## config.mk

```make
export PLATFORM = sky130hd
export DESIGN_NAME = tick_gen_prog
export DESIGN_NICKNAME = d
export VERILOG_FILES = /design/src/rtl/tick_gen_prog.sv
export SDC_FILE = /design/constraint.sdc
export NUM_CORES = 1
export LEC_CHECK = 0
export ABC_AREA = 1
export CELL_PAD_IN_SITES_DETAIL_PLACEMENT = 1
export CELL_PAD_IN_SITES_GLOBAL_PLACEMENT = 2
export CORE_ASPECT_RATIO = 0.5
export CORE_UTILIZATION = 24
export CTS_CLUSTER_DIAMETER = 200
export DETAILED_ROUTE_END_ITERATION = 16
export HOLD_SLACK_MARGIN = 0.12
export PLACE_DENSITY_LB_ADDON = 0.25
export SLEW_MARGIN = 20
export SYNTH_ARGS = -nofsm -noshare
export SYNTH_HDL_FRONTEND = slang
export SYNTH_SLANG_ARGS = --single-unit
```

## constraint.sdc

```tcl
create_clock -name clkin -period 2.4 [get_ports clkin]
set_input_delay 0.36 -clock clkin [delete_from_list [all_inputs] [get_ports clkin]]
set_output_delay 0.36 -clock clkin [all_outputs]
set_load 0.005 [all_outputs]
```

## src/rtl/tick_gen_prog.sv

```systemverilog
// tick_gen_prog: programmable tick generator with periodic and one-shot modes,
// runtime divisor reload and a square-wave output that toggles on every tick.
module tick_gen_prog #(
  parameter int N_BIT       = 16,
  parameter int DEFAULT_DIV = 50000
) (
  input  logic             clkin,
  input  logic             rst,
  input  logic             enable,
  input  logic             load,
  input  logic [N_BIT-1:0] div_in,
  input  logic             start,
  input  logic             mode,
  input  logic             stop,
  output logic             tick,
  output logic             sq,
  output logic [N_BIT-1:0] count,
  output logic [N_BIT-1:0] div_q,
  output logic             busy
);
  typedef enum logic {IDLE, RUN} state_t;
  state_t state_q;
  logic mode_q, tick_q, sq_q;
  logic [N_BIT-1:0] count_q, div_eff;
  logic term;
  // a divisor of 0 is treated as 1 so the terminal count is always reachable
  always_comb begin
    div_eff = (div_q == '0) ? N_BIT'(1) : div_q;
    term    = count_q == div_eff - N_BIT'(1);
  end
  always_ff @(posedge clkin) begin
    if (rst) begin
      state_q <= RUN;
      mode_q  <= 1'b0;
      count_q <= '0;
      tick_q  <= 1'b0;
      sq_q    <= 1'b0;
      div_q   <= N_BIT'(DEFAULT_DIV);
    end else if (stop) begin
      state_q <= IDLE;
      count_q <= '0;
      tick_q  <= 1'b0;
    end else if (load || start) begin
      if (load) div_q <= div_in;
      if (start) begin
        state_q <= RUN;
        mode_q  <= mode;
      end
      count_q <= '0;
      tick_q  <= 1'b0;
    end else if (state_q == RUN && enable) begin
      tick_q  <= term;
      sq_q    <= sq_q ^ term;
      count_q <= term ? '0 : count_q + N_BIT'(1);
      if (term && mode_q) state_q <= IDLE;
    end else begin
      tick_q <= 1'b0;
    end
  end
  assign tick  = tick_q;
  assign sq    = sq_q;
  assign count = count_q;
  assign busy  = state_q == RUN;
endmodule

```

### After elaboration in Yosys (flattened, before gate mapping)

Cells that the tools add are included.

* latch bits: 0
* word-level logic and storage cells: 33
* bits in registers: 36
* RAM bits: 0
* input port bits: 23
* memory bits (read-only): 0
* memories kept: 0

* reductions and logical operators: 12
* bitwise logic cells: 4
* add/subtract/negate cells: 2
* magnitude comparators: 0
* shift operators: 0
* multipliers: 0
* mux-type cells: 7
* eq/ne operators: 2
* divide/modulo/power cells: 0

Operator list (number)
* $mux 16: 2
* $add 16x1->16 const B: 1
* $eq 16x16->1: 1
* $logic_not 16->1: 1
* $sub 16x1->16 const B: 1
* $reduce_and 3->1: 4
* $reduce_bool 3->1: 2
* $mux 1: 5
* $reduce_or 4->1: 1
* $ne 3x3->1 const B: 1
* $not 1->1: 3
* $reduce_or 3->1: 1
* $logic_and 1x1->1: 2
* $logic_or 1x1->1: 1
* $xor 1x1->1: 1

### Depth between registers and ports, before layout

Gate-level depths: netlist of the first run.

* depth after elaboration: 9
* mapped depth: 22

### Worst setup path after synthesis of the first run

No wires, ideal clock.

* path type: register to register
* from: reg div_q[8]
* to: reg count_q[12] (netlist: count[12])
* cell stages (with the launch flop): 18
* setup time: 0.119 ns
* clock period less this slack: 2.536 ns
* setup slack: -0.136 ns
* data required time: 2.281 ns
* buffers on the path: 1
* arrival: 2.418 ns
* cells stage by stage: dfxtp_1 -> nor2_1 -> nand2_2 -> nor2_4 -> nand2_4 -> nand2_1 -> inv_1 -> ha_1 -> xnor2_1 -> xor2_1 -> o21ai_0 -> nor2_1 -> nand3_1 -> nor2_1 -> nand2_2 -> o21bai_4 -> buf_8 -> nor2_2

* longest elaborated chain between the ends: 5

Ends and longest elaborated chain
* start, declared: line 18 `output logic [N_BIT-1:0] div_q,`
* start signal, assigned: line 38 `div_q <= N_BIT'(DEFAULT_DIV);`
* start signal, assigned: line 44 `if (load) div_q <= div_in;`
* $logic_not 16->1: line 28 `div_eff = (div_q == '0) ? N_BIT'(1) : div_q;`
* $mux 16 (*): line 28
* $sub 16x1->16 (*): line 29 `term = count_q == div_eff - N_BIT'(1);`
* $eq 16x16->1 (*): line 29
* $mux 16 (*): line 54 `count_q <= term ? '0 : count_q + N_BIT'(1);`
* end signal, assigned: line 54
* end, declared: line 24 `logic [N_BIT-1:0] count_q, div_eff;`

Mark *: on every way between the ends. The rest lies on a longest branch, timed or not.
A chain may end at the register's enable or synchronous reset.

### Worst setup path after layout of the first run

* from: reg div_q[1]
* to: reg count_q[12] (netlist: count[12])

Same word-level chain as after synthesis.

==> impl_metrics.toml, run 1 <==
[global_route]
grt_usage_pct = 20.3
grt_pass1_wl_um = 15300
grt_pass1_vias = 2779
antenna_found_initial = 0
grt_overflow = 0
grt_start_max_net_pins = 20

[synth]
yosysWarnings = 0
synth_area_um2 = 2320
ys_seq_area_share_pct = 31.0
postSynthCellCount = 343
ys_ff_latch = 36
synth_nets = 368
synth_area_per_cell_um2 = 6.78
synth_top_area_share_pct = 31.0
synth_area_leader_cell = "dfxtp_1"
ys_types = 32
synth_edf_count = 0
ys_async_sr_fraction_pct = 0
synthFlopType = "dfxtp_1"
synth_area_leaders = "dfxtp_1, nand2_1, nor2_1, inv_1, nand3_1"

[worst_setup_path]
cp.required_ns = 2.57
slowest_delay_ns = 0.33
r2r-start = "div_q[1]"
path_max_fanout = 8
cp_data_arrival_time_ns = 2.71
crit_start = "div_q[1]"
crit_family = "simple AND/OR/NAND/NOR gates"
cp-end-kind = "register"
critPathKind = "reg2reg"
start_kind = "register"
slowest_stage = "dfxtp_2"
crit_chain = "nor2_4 > nand2_1 > nor2_2 > nand2_4 > nand2_4 > inv_4 > ha_4 > nand2_8 > nor2_4 > nand2_2 > nor2_1 > nand3_1 > nand2_1 > nor2_2 > nand3_2 > nor2_4 > nand2_2 > o21bai_4 > buf_8 > nor2_2"
crit_buf_inv = 2

[cells_and_area]
final_cell_count_no_fill = 600
ff_latch_area_um2 = 737
final_area_um2 = 3950
nFillCells = 1111
layout.nets = 494
multi_input_area_um2 = 1640
syn_to_final_growth_pct = 69.9
drive_above_1_share_pct = 31.7
antennaDiodeCount = 0

[min_path]
hp-class = "reg2reg"
holdCritStartpoint = "mode_q"

[power_and_ir_drop]
ir_worst_vdd_v = 0.000235
power_uw = 1780
total_leakage_power_uw = 0.00163
p_per_area_nw_per_um2 = 451

[floorplan]
row_count = 24
die_w_um = 141
dieArea_um2 = 10100
ios = 58
die_h_um = 71.6
core_area_um2 = 9040
start_util_pct = 25.7

[route]
wl_um = 9690
ant_nets = 0
wl_met3_um = 249
post_drt_wl_per_cell_um = 16.1
vias = 2664
firstDrtPassIters = 4
drc = 0
wl_met2_um = 4050
drtIter0Drc = 121
met1_length_um = 5300
top_layer_used = "met4"
via_per_inst = 4.44

[clocking]
h-tree-depth = 2
cts_root_buf = "clkbuf_16"
cts_sinks = 36
cts_buffers = 5
tritoncts = "done"
cts.clk_slew.worst_paths_ns = 0.06
clock_latency_ns = 0.29
clk_path_buf_depth = 2

[sta]
slew_headroom_pct = 63.4
finalClockSkew_ns = 0.00575
rsz0062_at_grt = "true"
fin_crit_sh_pct = 106
hold_viol = 0
max_freq_mhz = 394
max_slew.worst_pin.slew_ns = 0.545
postLayoutSetupSlackWorst_ns = -0.136
fin_crit_ns = 2.54
finalSetupViolCount = 18
final_max_slew_viol_count = 0

[placed_design]
hpwl_um = 7730
dp_slack_ns = -0.266
port_buffers = 57
gp_congestion = 0.889
dp.cells = 583
place_area_um2 = 3520

[status]
status = "finished, violations left"
failed_checks = "negative setup slack"

[flow_run]
maxCapViolCount = 0
[cells by family after synthesis]
family | count (synthesis) | share of synthesized area, %
fa+ha+maj | 2 | 1.08
compound gates | 36 | 8.93
flops | 36 | 31.0
xor+xnor | 27 | 12.2
buf+inv | 46 | 7.91
simple gates | 196 | 38.9
[metrics by stage]
| step | util (%) | hold WS [ns] | TNS, ns |
|---|---|---|---|
| after detailed placement | 39.0 | 0.512 | -4.34 |
| after global placement | 39.0 | 0.498 | -2.34 |
| after floorplan | - | 0.432 | 0 |
| after global routing | 43.7 | 0.569 | -4.85 |
| final | 43.7 | 0.527 | -2.08 |
| after CTS | 42.8 | 0.531 | -2.47 |
[final cells by class]
class / instances / share of cell area (%)
Multi-Input combinational cell: 261 / 41.6
Timing Repair Buffer: 123 / 27.7
Sequential cell: 36 / 18.7
Inverter: 42 / 4.25
Tap cell: 130 / 4.12
Clock buffer: 8 / 3.71
[final timing paths]
kind          endpoint  slack, ns  cells past startpoint
max reg2reg  count[12]      -0.14                     20
min reg2reg       busy       0.53                      3
max          count[12]      -0.14                     20
min               busy       0.53                      3
[synth_stat cells (all sizes together), types with 2 or more instances]
cell and instances:
nand2 72, nor2 70, inv 41, dfxtp 36, nand3 27, o21ai 17, nand4 14, xor2 14
a21oi 12, xnor2 10, nor3 9, clkbuf 3, o211ai 3, ha 2, nand3b 2, xnor3 2
[state kept, by name, indices dropped and copies added, names as in the netlist]
register  flops
tick          1
div_q        16
count        16
mode_q        1
sq            1
busy          1
[power breakdown]
part	switching, uW	internal (uW)
logic	228	225
clock network	270	415
registers	19.8	622
[cells in the final DEF (no fill, tap or decap), drive strengths merged, types with 2 or more instances in the layout]
cell           instances
nor3                   9
a21oi                 12
clkbuf                 8
xnor3                  2
inv                   41
dfxtp                 36
nand4                 14
xor2                  14
o211ai                 3
buf                   66
clkdlybuf4s50         57
xnor2                 10
nand3b                 2
nand3                 27
nor2                  70
o21ai                 17
nand2                 72
ha                     2
[repair_timing]
action,4_1_cts,5_1_grt
buffers inserted,9,5
gates resized for setup,30,29
gates cloned,1,0
pin swaps,21,31
setup endpoints to repair,19,19
hold buffers,0,0
[worst min-delay path, stage by stage, from the launching register on]
cell and delay (ns):
dfxtp_1 0.32, nand4_1 0.08, nand2_1 0.04, nand2_1 0.05
[metal layers]
layer	up-vias	global-route usage (%)
li1	1356	-
met3	7	3.41
met2	38	30.6
met5	-	0
met1	1263	29.8
met4	0	5.43
No activity file was read; power rests on OpenSTA's default activity.
==> run 2: changes to the inputs <==
Settings changed: ABC_AREA 1 to default, SLEW_MARGIN 20 to default.
==> impl_metrics.toml, run 2 <==
[synth]
synth-xor-area-share_pct = 12.5
synth_compound_area_share_pct = 8.84
ys_ff_latch = 36
synth_top_area_share_pct = 34.2
ys_seq_area_share_pct = 34.2
synth_area_um2 = 2110
postSynthCellCount = 265
synth_adder_area_share_pct = 1.19
synthFlopType = "dfxtp_1"
synth_top_family_by_area = "simple AND/OR/NAND/NOR gates"
synth_area_leader_cell = "dfxtp_1"
synth_area_leaders = "dfxtp_1, nand2_1, xor2_1, xnor2_1, nor3_1"
muxShareOfSynthArea_pct = 3.56
ys_async_sr_fraction_pct = 0
synth_edf_count = 0
ys_top_cells_by_count = "nand2_1, dfxtp_1, nor3_1"
synth.most_common_cell = "nand2_1"
synth_nets = 290
yosys.area_share.simple_pct = 34.9
synth_area_per_cell_um2 = 7.96
ys_types = 44
yosysWarnings = 0

[power_and_ir_drop]
total_leakage_power_uw = 0.00120
power_uw = 1550
p_clk_share_pct = 42.8
power_frac_seq_pct = 40.2
p_per_area_nw_per_um2 = 466
power.internal_uw = 1170
sw_frac_of_total_pct = 24.8
ir_worst_vdd_v = 0.000253
switchingPower_uw = 385
pwr-share-comb_pct = 17.0

[sta]
rsz0062_at_grt = "true"
final_max_slew_viol_count = 0
slew_headroom_pct = 57.1
fin_crit_ns = 3.29
hold_ws_ns = 0.502
fin_setup_tns_ns = -15.44
finalClockSkew_ns = 0.00434
hold_viol = 0
fin_crit_sh_pct = 137
finalSetupViolCount = 19
postLayoutSetupSlackWorst_ns = -0.891
max_slew.worst_pin.slew_ns = 0.644
max_freq_mhz = 304

[clocking]
clk_path_buf_depth = 2
cts.clk_slew.worst_paths_ns = 0.06
cts_buffers = 5
cts_root_buf = "clkbuf_16"
clock_latency_ns = 0.28
post_cts_buffers = 0
ctsHoldBuffers = 0
cts_sinks = 36
tritoncts = "done"
h-tree-depth = 2

[worst_setup_path]
path_max_fanout = 8
slowest_delay_ns = 0.54
cp_data_arrival_time_ns = 3.47
start_kind = "register"
crit_chain = "or4_4 > or4_4 > nor2_2 > nor2_1 > ha_2 > nor3b_4 > mux2_4 > a22o_1 > a2bb2oi_2 > and4_4 > and4_4 > buf_12 > and2b_1"
crit_buf_inv = 1
crit_start = "div_q[2]"
cp-end-kind = "register"
critPathKind = "reg2reg"
slowest_stage = "or4_4"
crit_family = "simple AND/OR/NAND/NOR gates"
cp.required_ns = 2.58
r2r-start = "div_q[2]"

[global_route]
use_met3_pct = 4.15
grt_pass1_vias = 2243
grt_pass1_wl_um = 11700
use_met2_pct = 27.1
grt_overflow = 0
antenna_found_initial = 0
grt_usage_pct = 17.1
gr-max-usage-layer = "met2"
grtUsageMet1_pct = 23.0
grt_start_max_net_pins = 22

[route]
vias = 2201
ant_nets = 0
via_per_inst = 4.80
drtIter0Drc = 67
post_drt_wl_per_cell_um = 16.1
firstDrtPassIters = 4
wl_um = 7380
drc = 0

[cells_and_area]
drive_above_1_share_pct = 22.5
final_common_cell = "clkdlybuf4s50_1"
layout.nets = 371
final_area_um2 = 3330
syn_to_final_growth_pct = 57.9
final_cell_mix = "clkdlybuf4s50_1, nand2_1, dfxtp_1"
antennaDiodeCount = 0

[floorplan]
start_util_pct = 25.5
die_h_um = 68.3
ios = 58
dieArea_um2 = 9190
core_area_um2 = 8260
die_w_um = 135
row_count = 23

[placed_design]
hpwl_um = 5730
place_area_um2 = 3060
port_buffers = 57
gp_congestion = 0.742
dp_slack_ns = -0.917

[status]
status = "finished, violations left"
failed_checks = "negative setup slack"

[min_path]
hp-class = "reg2reg"
holdCritStartpoint = "mode_q"

[flow_run]
maxCapViolCount = 0
==> run 2: changes by cell type in the layout (fill, tap and decap cells not counted), moves of 13 or more <==
cell | previous run | this run
inv_1 | 39 | 5
buf_4 | 62 | 29
nor2_1 | 40 | 11
nand3_1 | 21 | 5
nor2_2 | 16 | 1
nor2_4 | 14 | 0
nand2_2 | 13 | 0
==> run 2: kinds of logic (layout without fill, tap and decap cells) <==
logic type | after synthesis | in the layout
and+or+nand+nor | 139 | 139
AOI/OAI and AO/OA | 31 | 31
muxes | 7 | 7
adders and majority gates | 2 | 2
DFF | 36 | 36
xor gates and xnor gates | 30 | 30
buffers and inverters | 20 | 102
==> run 2: worst min-delay path: stages (launching register included) <==
cell	delay (ns)
dfxtp_1	0.33
mux2i_1	0.07
nor2_1	0.07
==> run 2: repair_timing <==
item,CTS,global route
setup endpoints to repair,19,19
resized for setup,4,18
gates cloned,1,0
pin swaps,5,6
==> run 2: path summary, 6_finish.rpt <==
kind / cells past startpoint / slack [ns] / to
worst max register to register: 13 / -0.89 / tick
worst min-delay path: 2 / 0.50 / mode_q
worst min register to register: 2 / 0.50 / mode_q
worst max-delay path: 13 / -0.89 / tick
==> run 2: final cells by class <==
class	count	area, um2
Clock buffer	6	139
Tap cell	112	140
Sequential cell	36	726
Fill cell	947	4930
Timing Repair Buffer	89	847
Inverter	5	18.8
Clock inverter	2	10.0
Multi-Input combinational cell	209	1450
==> run 2: layer usage <==
metal,routed length [um],part of all wire [%],vias up
met1,3820,52,1073
met2,3180,43,36
met5,0,0,-
met4,88,1.2,0
met3,298,4.0,7
li1,-,-,1085
==> run 2: metrics by stage <==
step | utilization [%] | std cells
2_1_floorplan | - | 265
6_report | 40.3 | 459
4_1_cts | 39.2 | 459
3_5_place_dp | 37.0 | 450
5_1_grt | 40.3 | 459
3_3_place_gp | 37.0 | 450
==> run 2: power groups by stage <==
stage          logic [uW]  clock network (uW)  registers, uW
4_1_cts               260                 681            625
6_report              264                 664            625
3_5_place_dp          258                   0            637
5_1_grt               289                 716            626
3_3_place_gp          253                   0            637
2_1_floorplan         114                   0            647
